<file path="config.mk">
export PLATFORM = sky130hd
export DESIGN_NAME = elastic_pipe_reg
export DESIGN_NICKNAME = d
export VERILOG_FILES = /design/src/rtl/elastic_pipe_reg.sv
export SDC_FILE = /design/constraint.sdc
export NUM_CORES = 1
export LEC_CHECK = 0
export ABC_AREA = 1
export BUFFER_PORTS_ARGS = -buffer_cell sky130_fd_sc_hd__buf_2
export CAP_MARGIN = 25
export CORE_MARGIN = 10
export CORE_UTILIZATION = 55
export DETAILED_ROUTE_END_ITERATION = 16
export PLACE_DENSITY = 0.82
export SLEW_MARGIN = 20
export SYNTH_ARGS = -nofsm -noshare
export SYNTH_HDL_FRONTEND = slang
export SYNTH_SLANG_ARGS = --single-unit
</file>
<file path="constraint.sdc">
create_clock -name clk -period 3.2 [get_ports clk]
set_clock_uncertainty 0.05 [all_clocks]
set_input_delay 0.16 -clock clk [delete_from_list [all_inputs] [get_ports clk]]
set_output_delay 0.16 -clock clk [all_outputs]
set_load 0.01 [all_outputs]
</file>
<file path="src/rtl/elastic_pipe_reg.sv">
// -----------------------------------------------------------------------------
// elastic_pipe_reg
//
// Elastic pipeline register: a DEPTH-entry valid/ready circular buffer carrying
// an opaque DATA_W-bit payload between a producer and a consumer stage.
// There is no same-cycle pass-through, and i_ready depends only on
// registered occupancy.
//
// Ports:
//   clk          clock, all state updates on posedge
//   rst_n        synchronous reset, active-low (clears pointers, count and mem)
//   flush        discard all buffered entries this cycle (beats enq/deq)
//   i_valid      producer has payload
//   i_ready      buffer can accept payload (cnt != DEPTH)
//   i_data       producer payload
//   o_valid      head entry valid (cnt != 0)
//   o_ready      consumer accepts head
//   o_data       head entry payload, mem[rd_ptr]
//   o_data_next  head payload that will be visible after the coming edge
//   count        current occupancy, 0..DEPTH
//
// Optional build macro ELASTIC_PIPE_REG_STATS_EN adds these ports:
//   stall_cycles     saturating count of cycles with o_valid && !o_ready
//   flushed_entries  saturating sum of entries discarded by flush
// -----------------------------------------------------------------------------
module elastic_pipe_reg #(
    parameter int unsigned DATA_W = 32,
    parameter int unsigned DEPTH  = 2,
    parameter int unsigned CNT_W  = $clog2(DEPTH + 1)
) (
    input  logic              clk,
    input  logic              rst_n,
    input  logic              flush,
    input  logic              i_valid,
    output logic              i_ready,
    input  logic [DATA_W-1:0] i_data,
    output logic              o_valid,
    input  logic              o_ready,
    output logic [DATA_W-1:0] o_data,
    output logic [DATA_W-1:0] o_data_next,
    output logic [CNT_W-1:0]  count
`ifdef ELASTIC_PIPE_REG_STATS_EN
    ,
    output logic [31:0]       stall_cycles,
    output logic [31:0]       flushed_entries
`endif
);

    localparam int unsigned PTR_W = $clog2(DEPTH);

    logic [DATA_W-1:0] mem_q [DEPTH];
    logic [DATA_W-1:0] mem_d [DEPTH];
    logic [PTR_W-1:0]  rd_ptr_q, rd_ptr_d;
    logic [PTR_W-1:0]  wr_ptr_q, wr_ptr_d;
    logic [CNT_W-1:0]  cnt_q, cnt_d;

    logic              enq;
    logic              deq;
    logic [PTR_W-1:0]  rd_ptr_inc;
    logic [PTR_W-1:0]  wr_ptr_inc;

    // Explicit wrap compare so non-power-of-2 depths work.
    assign rd_ptr_inc = (rd_ptr_q == PTR_W'(DEPTH - 1)) ? '0 : rd_ptr_q + 1'b1;
    assign wr_ptr_inc = (wr_ptr_q == PTR_W'(DEPTH - 1)) ? '0 : wr_ptr_q + 1'b1;

    assign i_ready = (cnt_q != CNT_W'(DEPTH));
    assign o_valid = (cnt_q != '0);
    assign o_data  = mem_q[rd_ptr_q];
    assign count   = cnt_q;

    assign enq = i_valid && i_ready;
    assign deq = o_valid && o_ready;

    always_comb begin
        mem_d    = mem_q;
        rd_ptr_d = rd_ptr_q;
        wr_ptr_d = wr_ptr_q;
        cnt_d    = cnt_q;
        if (flush) begin
            // mem is deliberately left intact; only the bookkeeping is cleared.
            rd_ptr_d = '0;
            wr_ptr_d = '0;
            cnt_d    = '0;
        end else begin
            if (enq) begin
                mem_d[wr_ptr_q] = i_data;
                wr_ptr_d        = wr_ptr_inc;
            end
            if (deq) begin
                rd_ptr_d = rd_ptr_inc;
            end
            if (enq && !deq) begin
                cnt_d = cnt_q + 1'b1;
            end else if (deq && !enq) begin
                cnt_d = cnt_q - 1'b1;
            end
        end
    end

    // Look-ahead head so a downstream SRAM can be addressed a cycle early.
    always_comb begin
        o_data_next = o_data;
        if (rst_n && !flush) begin
            if (deq && (cnt_q >= CNT_W'(2))) begin
                o_data_next = mem_q[rd_ptr_inc];
            end else if (enq && ((cnt_q == '0) || (deq && (cnt_q == CNT_W'(1))))) begin
                o_data_next = i_data;
            end
        end
    end

    always_ff @(posedge clk) begin
        if (!rst_n) begin
            for (int i = 0; i < int'(DEPTH); i++) begin
                mem_q[i] <= '0;
            end
            rd_ptr_q <= '0;
            wr_ptr_q <= '0;
            cnt_q    <= '0;
        end else begin
            mem_q    <= mem_d;
            rd_ptr_q <= rd_ptr_d;
            wr_ptr_q <= wr_ptr_d;
            cnt_q    <= cnt_d;
        end
    end

`ifdef ELASTIC_PIPE_REG_STATS_EN
    logic [31:0] stall_q, stall_d;
    logic [31:0] flushed_q, flushed_d;
    logic [32:0] flushed_sum;

    always_comb begin
        stall_d     = stall_q;
        flushed_d   = flushed_q;
        flushed_sum = {1'b0, flushed_q} + 33'(cnt_q);
        if (o_valid && !o_ready && (stall_q != '1)) begin
            stall_d = stall_q + 1'b1;
        end
        // Counts buffered entries only; an enq dropped by the flush is not included.
        if (flush) begin
            flushed_d = flushed_sum[32] ? '1 : flushed_sum[31:0];
        end
    end

    always_ff @(posedge clk) begin
        if (!rst_n) begin
            stall_q   <= '0;
            flushed_q <= '0;
        end else begin
            stall_q   <= stall_d;
            flushed_q <= flushed_d;
        end
    end

    assign stall_cycles    = stall_q;
    assign flushed_entries = flushed_q;
`endif

endmodule

</file>
==> results.sh <==
export IMPL_drt_vias_per_instance=5.18
export IMPL_switching_share_pct=31.3
export IMPL_crit_family="buffers and inverters"
export IMPL_cts_resized=0
export IMPL_grt_pass1_vias=4630
export IMPL_gp_congestion=0.811
export IMPL_clk_latency_ps=340
export IMPL_antennaDiodeCount=0
export IMPL_drt_initial_drc_count=339
export IMPL_power_switching_mw=0.684
export IMPL_worst_slew_pin_slew_ps=853
export IMPL_final_util_pct=64.2
export IMPL_critical_path_class="register to output port"
export IMPL_final_period_utilization_pct=81.2
export IMPL_fill_cells=746
export IMPL_final_common_cell="nand2_1"
export IMPL_via_count=4740
export IMPL_synth_warning_count=0
export IMPL_fp_dieW_um=109
export IMPL_layout_drive_gt1_share_pct=20.4
export IMPL_yosys_area_top_type_share_pct=31.5
export IMPL_synth_area_leader_cell="dfxtp_1"
export IMPL_pwr_share_seq_pct=42.0
export IMPL_critPathLaunchType="register"
export IMPL_cpMostUsedCell="nand2_1"
export IMPL_grt_pass1_wl_um=20700
export IMPL_fp_dieH_um=109
export IMPL_cts_buffer_depth=2
export IMPL_synth_seq_area_share_pct=31.5
export IMPL_maxCapViolations=0
export IMPL_row_count=32
export IMPL_clock_fmax_mhz=385
export IMPL_drv_slew=0
export IMPL_finalSetupViolCount=0
export IMPL_cts_sinks=68
export IMPL_routed_wl_um=12200
export IMPL_synth_area_per_cell_um2=5.86
export IMPL_area_delta_synth_final_pct=14.3
export IMPL_tritoncts="done"
export IMPL_h_tree_depth=3
export IMPL_place_hpwl_um=7970
export IMPL_grt_total_usage_pct=20.8
export IMPL_wire_per_inst_um=13.4
export IMPL_cts_made_buffers=9
export IMPL_p_comb_share_pct=24.3
export IMPL_initial_core_util_pct=56.2
export IMPL_outcome="finished clean"
export IMPL_endpoint_kind="output port"
export IMPL_drc=0
export IMPL_ant_nets=0
export IMPL_leakage_nw=2.59
export IMPL_overflow=0
export IMPL_cts_clk_slew_worst_paths_ps=70
export IMPL_power_frac_clock_pct=33.7
export IMPL_antenna_found_initial=0
export IMPL_holdBufCountCts=0
export IMPL_postCtsSetupRepairBufs=0
export IMPL_design_core_area_um2=7690
export IMPL_crit_path_max_incr_delay_ps=610
export IMPL_cts_root_buffer="clkbuf_8"
export IMPL_relSlewSlack_pct=43.1
export IMPL_powerDensity_nw_per_um2=443
export IMPL_tns_ps=0
export IMPL_hold_viol_final=0
export IMPL_grt_max_degree=97
export IMPL_worstPathRequired_ps=2990
export IMPL_min_path_cells=3
export IMPL_r2r_cells=8
export IMPL_cp_num_cells=11
export IMPL_rsz0062_at_grt="false"
export IMPL_crit_chain="inv_1 > ha_1 > inv_2 > nand2_1 > nand2_2 > buf_4 > nor2_2 > nor2_1 > nand2_1 > nand2_1 > buf_2"
export IMPL_final_cell_mix="nand2_1 (263), buf_2 (104), nor2_1 (103)"
export IMPL_synth_area_top_cells="dfxtp_1 (32%), nand2_1 (23%), nor2_1 (9.0%), o21ai_1 (7.8%), nor2_2 (4.2%)"
export IMPL_hp_class="input port to register"
export IMPL_ir_drop_mv=0.292
export IMPL_ys_types=18
export IMPL_syn_nets=778
export IMPL_die_area_um2=11800
export IMPL_io_pins=105
export IMPL_period_minus_slack_ps=2600
export IMPL_netlist_area_um2=4320
export IMPL_synth_seq_cells=68
export IMPL_nets=850
export IMPL_drt_first_pass_iters=5
export IMPL_numPortBuffers=104
export IMPL_worstPathMaxFanout=64
export IMPL_syn_inst=737
export IMPL_power_internal_mw=1.50
export IMPL_path_buf_inv=4
export IMPL_crit_slowest_cell="buf_4"
export IMPL_critPathArrivalTime_ps=2390
==> state kept, by name (all words and copies together) (netlist names) <==
signal / cells
mem_q: 64
count: 2
rd_ptr_q: 1
wr_ptr_q: 1
==> metal layers <==
metal / vias to the layer above / part of all wire [%] / wire length (µm) / global-route usage (%)
met5: - / 0 / 0 / 0
met4: 0 / 1.2 / 151 / 7.82
met3: 14 / 7.4 / 901 / 4.76
met2: 146 / 50 / 6070 / 36.8
met1: 2133 / 42 / 5130 / 24.0
li1: 2447 / - / - / -
==> worst paths after layout <==
path / from / endpoint / slack [ps]
hold / removal: i_data[12] / mem_q[12]$_SDFFE_PN0P_ / 40
setup reg to reg: count[0]$_SDFFE_PP0P_ / mem_q[6]$_SDFFE_PN0P_ / 1020
hold reg to reg: mem_q[48]$_SDFFE_PN0P_ / mem_q[48]$_SDFFE_PN0P_ / 410
setup / recovery: count[0]$_SDFFE_PP0P_ / o_data_next[14] / 600
==> Yosys cell counts <==
cell	instances
nor2_2	29
clkbuf_1	12
inv_1	39
dfxtp_1	68
inv_2	6
o21ai_0	33
o21ai_1	67
nand3_1	32
ha_1	4
nor2_1	103
buf_2	28
nor2_4	1
buf_6	8
buf_4	4
nand2_2	2
xnor2_1	1
a21oi_1	36
nand2_1	264
==> cells by family (layout without fill, tap and decap cells) <==
group | after synthesis | after routing | share of synthesized area [%]
DFF | 68 | 68 | 31.5
AOI/OAI and AO/OA | 136 | 136 | 15.8
xor gates and xnor gates | 1 | 1 | 0.203
adders and majority gates | 4 | 4 | 1.16
and+or+nand+nor | 431 | 431 | 40.4
buffers and inverters | 97 | 173 | 11.0
==> stage by stage <==
step / hold slack, ps / setup slack (ps) / cell area (µm²) / total power, mW / instances
4_1_cts: 34.3 / 612 / 4930 / 2.19 / 915
3_3_place_gp: 377 / 1090 / 4730 / 1.45 / 900
5_1_grt: 49.9 / 384 / 4930 / 2.30 / 915
3_5_place_dp: 389 / 968 / 4730 / 1.47 / 900
2_1_floorplan: 259 / 1430 / 4320 / 1.29 / 737
6_report: 36.2 / 601 / 4930 / 2.19 / 915
==> area by class of cell <==
class                      count  area (µm²)  share of cell area [%]
sequential                    68        1360                    27.6
timing repair buffer         113         588                    11.9
tap                          102         128                    2.59
multi-input combinational    572        2480                    50.4
clock inverter                 1        30.0                   0.609
inverter                      45         169                    3.42
clock buffer                  14         173                    3.50
==> worst min-delay path, stage by stage <==
cell and delay [ps]:
buf_2 100, o21ai_1 60, nor2_1 70
==> power by group through the flow <==
stage / logic [mW] / registers [mW] / clock network [mW]
after floorplan: 0.355 / 0.932 / 0
after global placement: 0.519 / 0.934 / 0
after detailed placement: 0.531 / 0.938 / 0
after CTS: 0.532 / 0.918 / 0.736
after global routing: 0.600 / 0.923 / 0.778
final: 0.531 / 0.918 / 0.736
No activity file was read; power rests on OpenSTA's default activity.
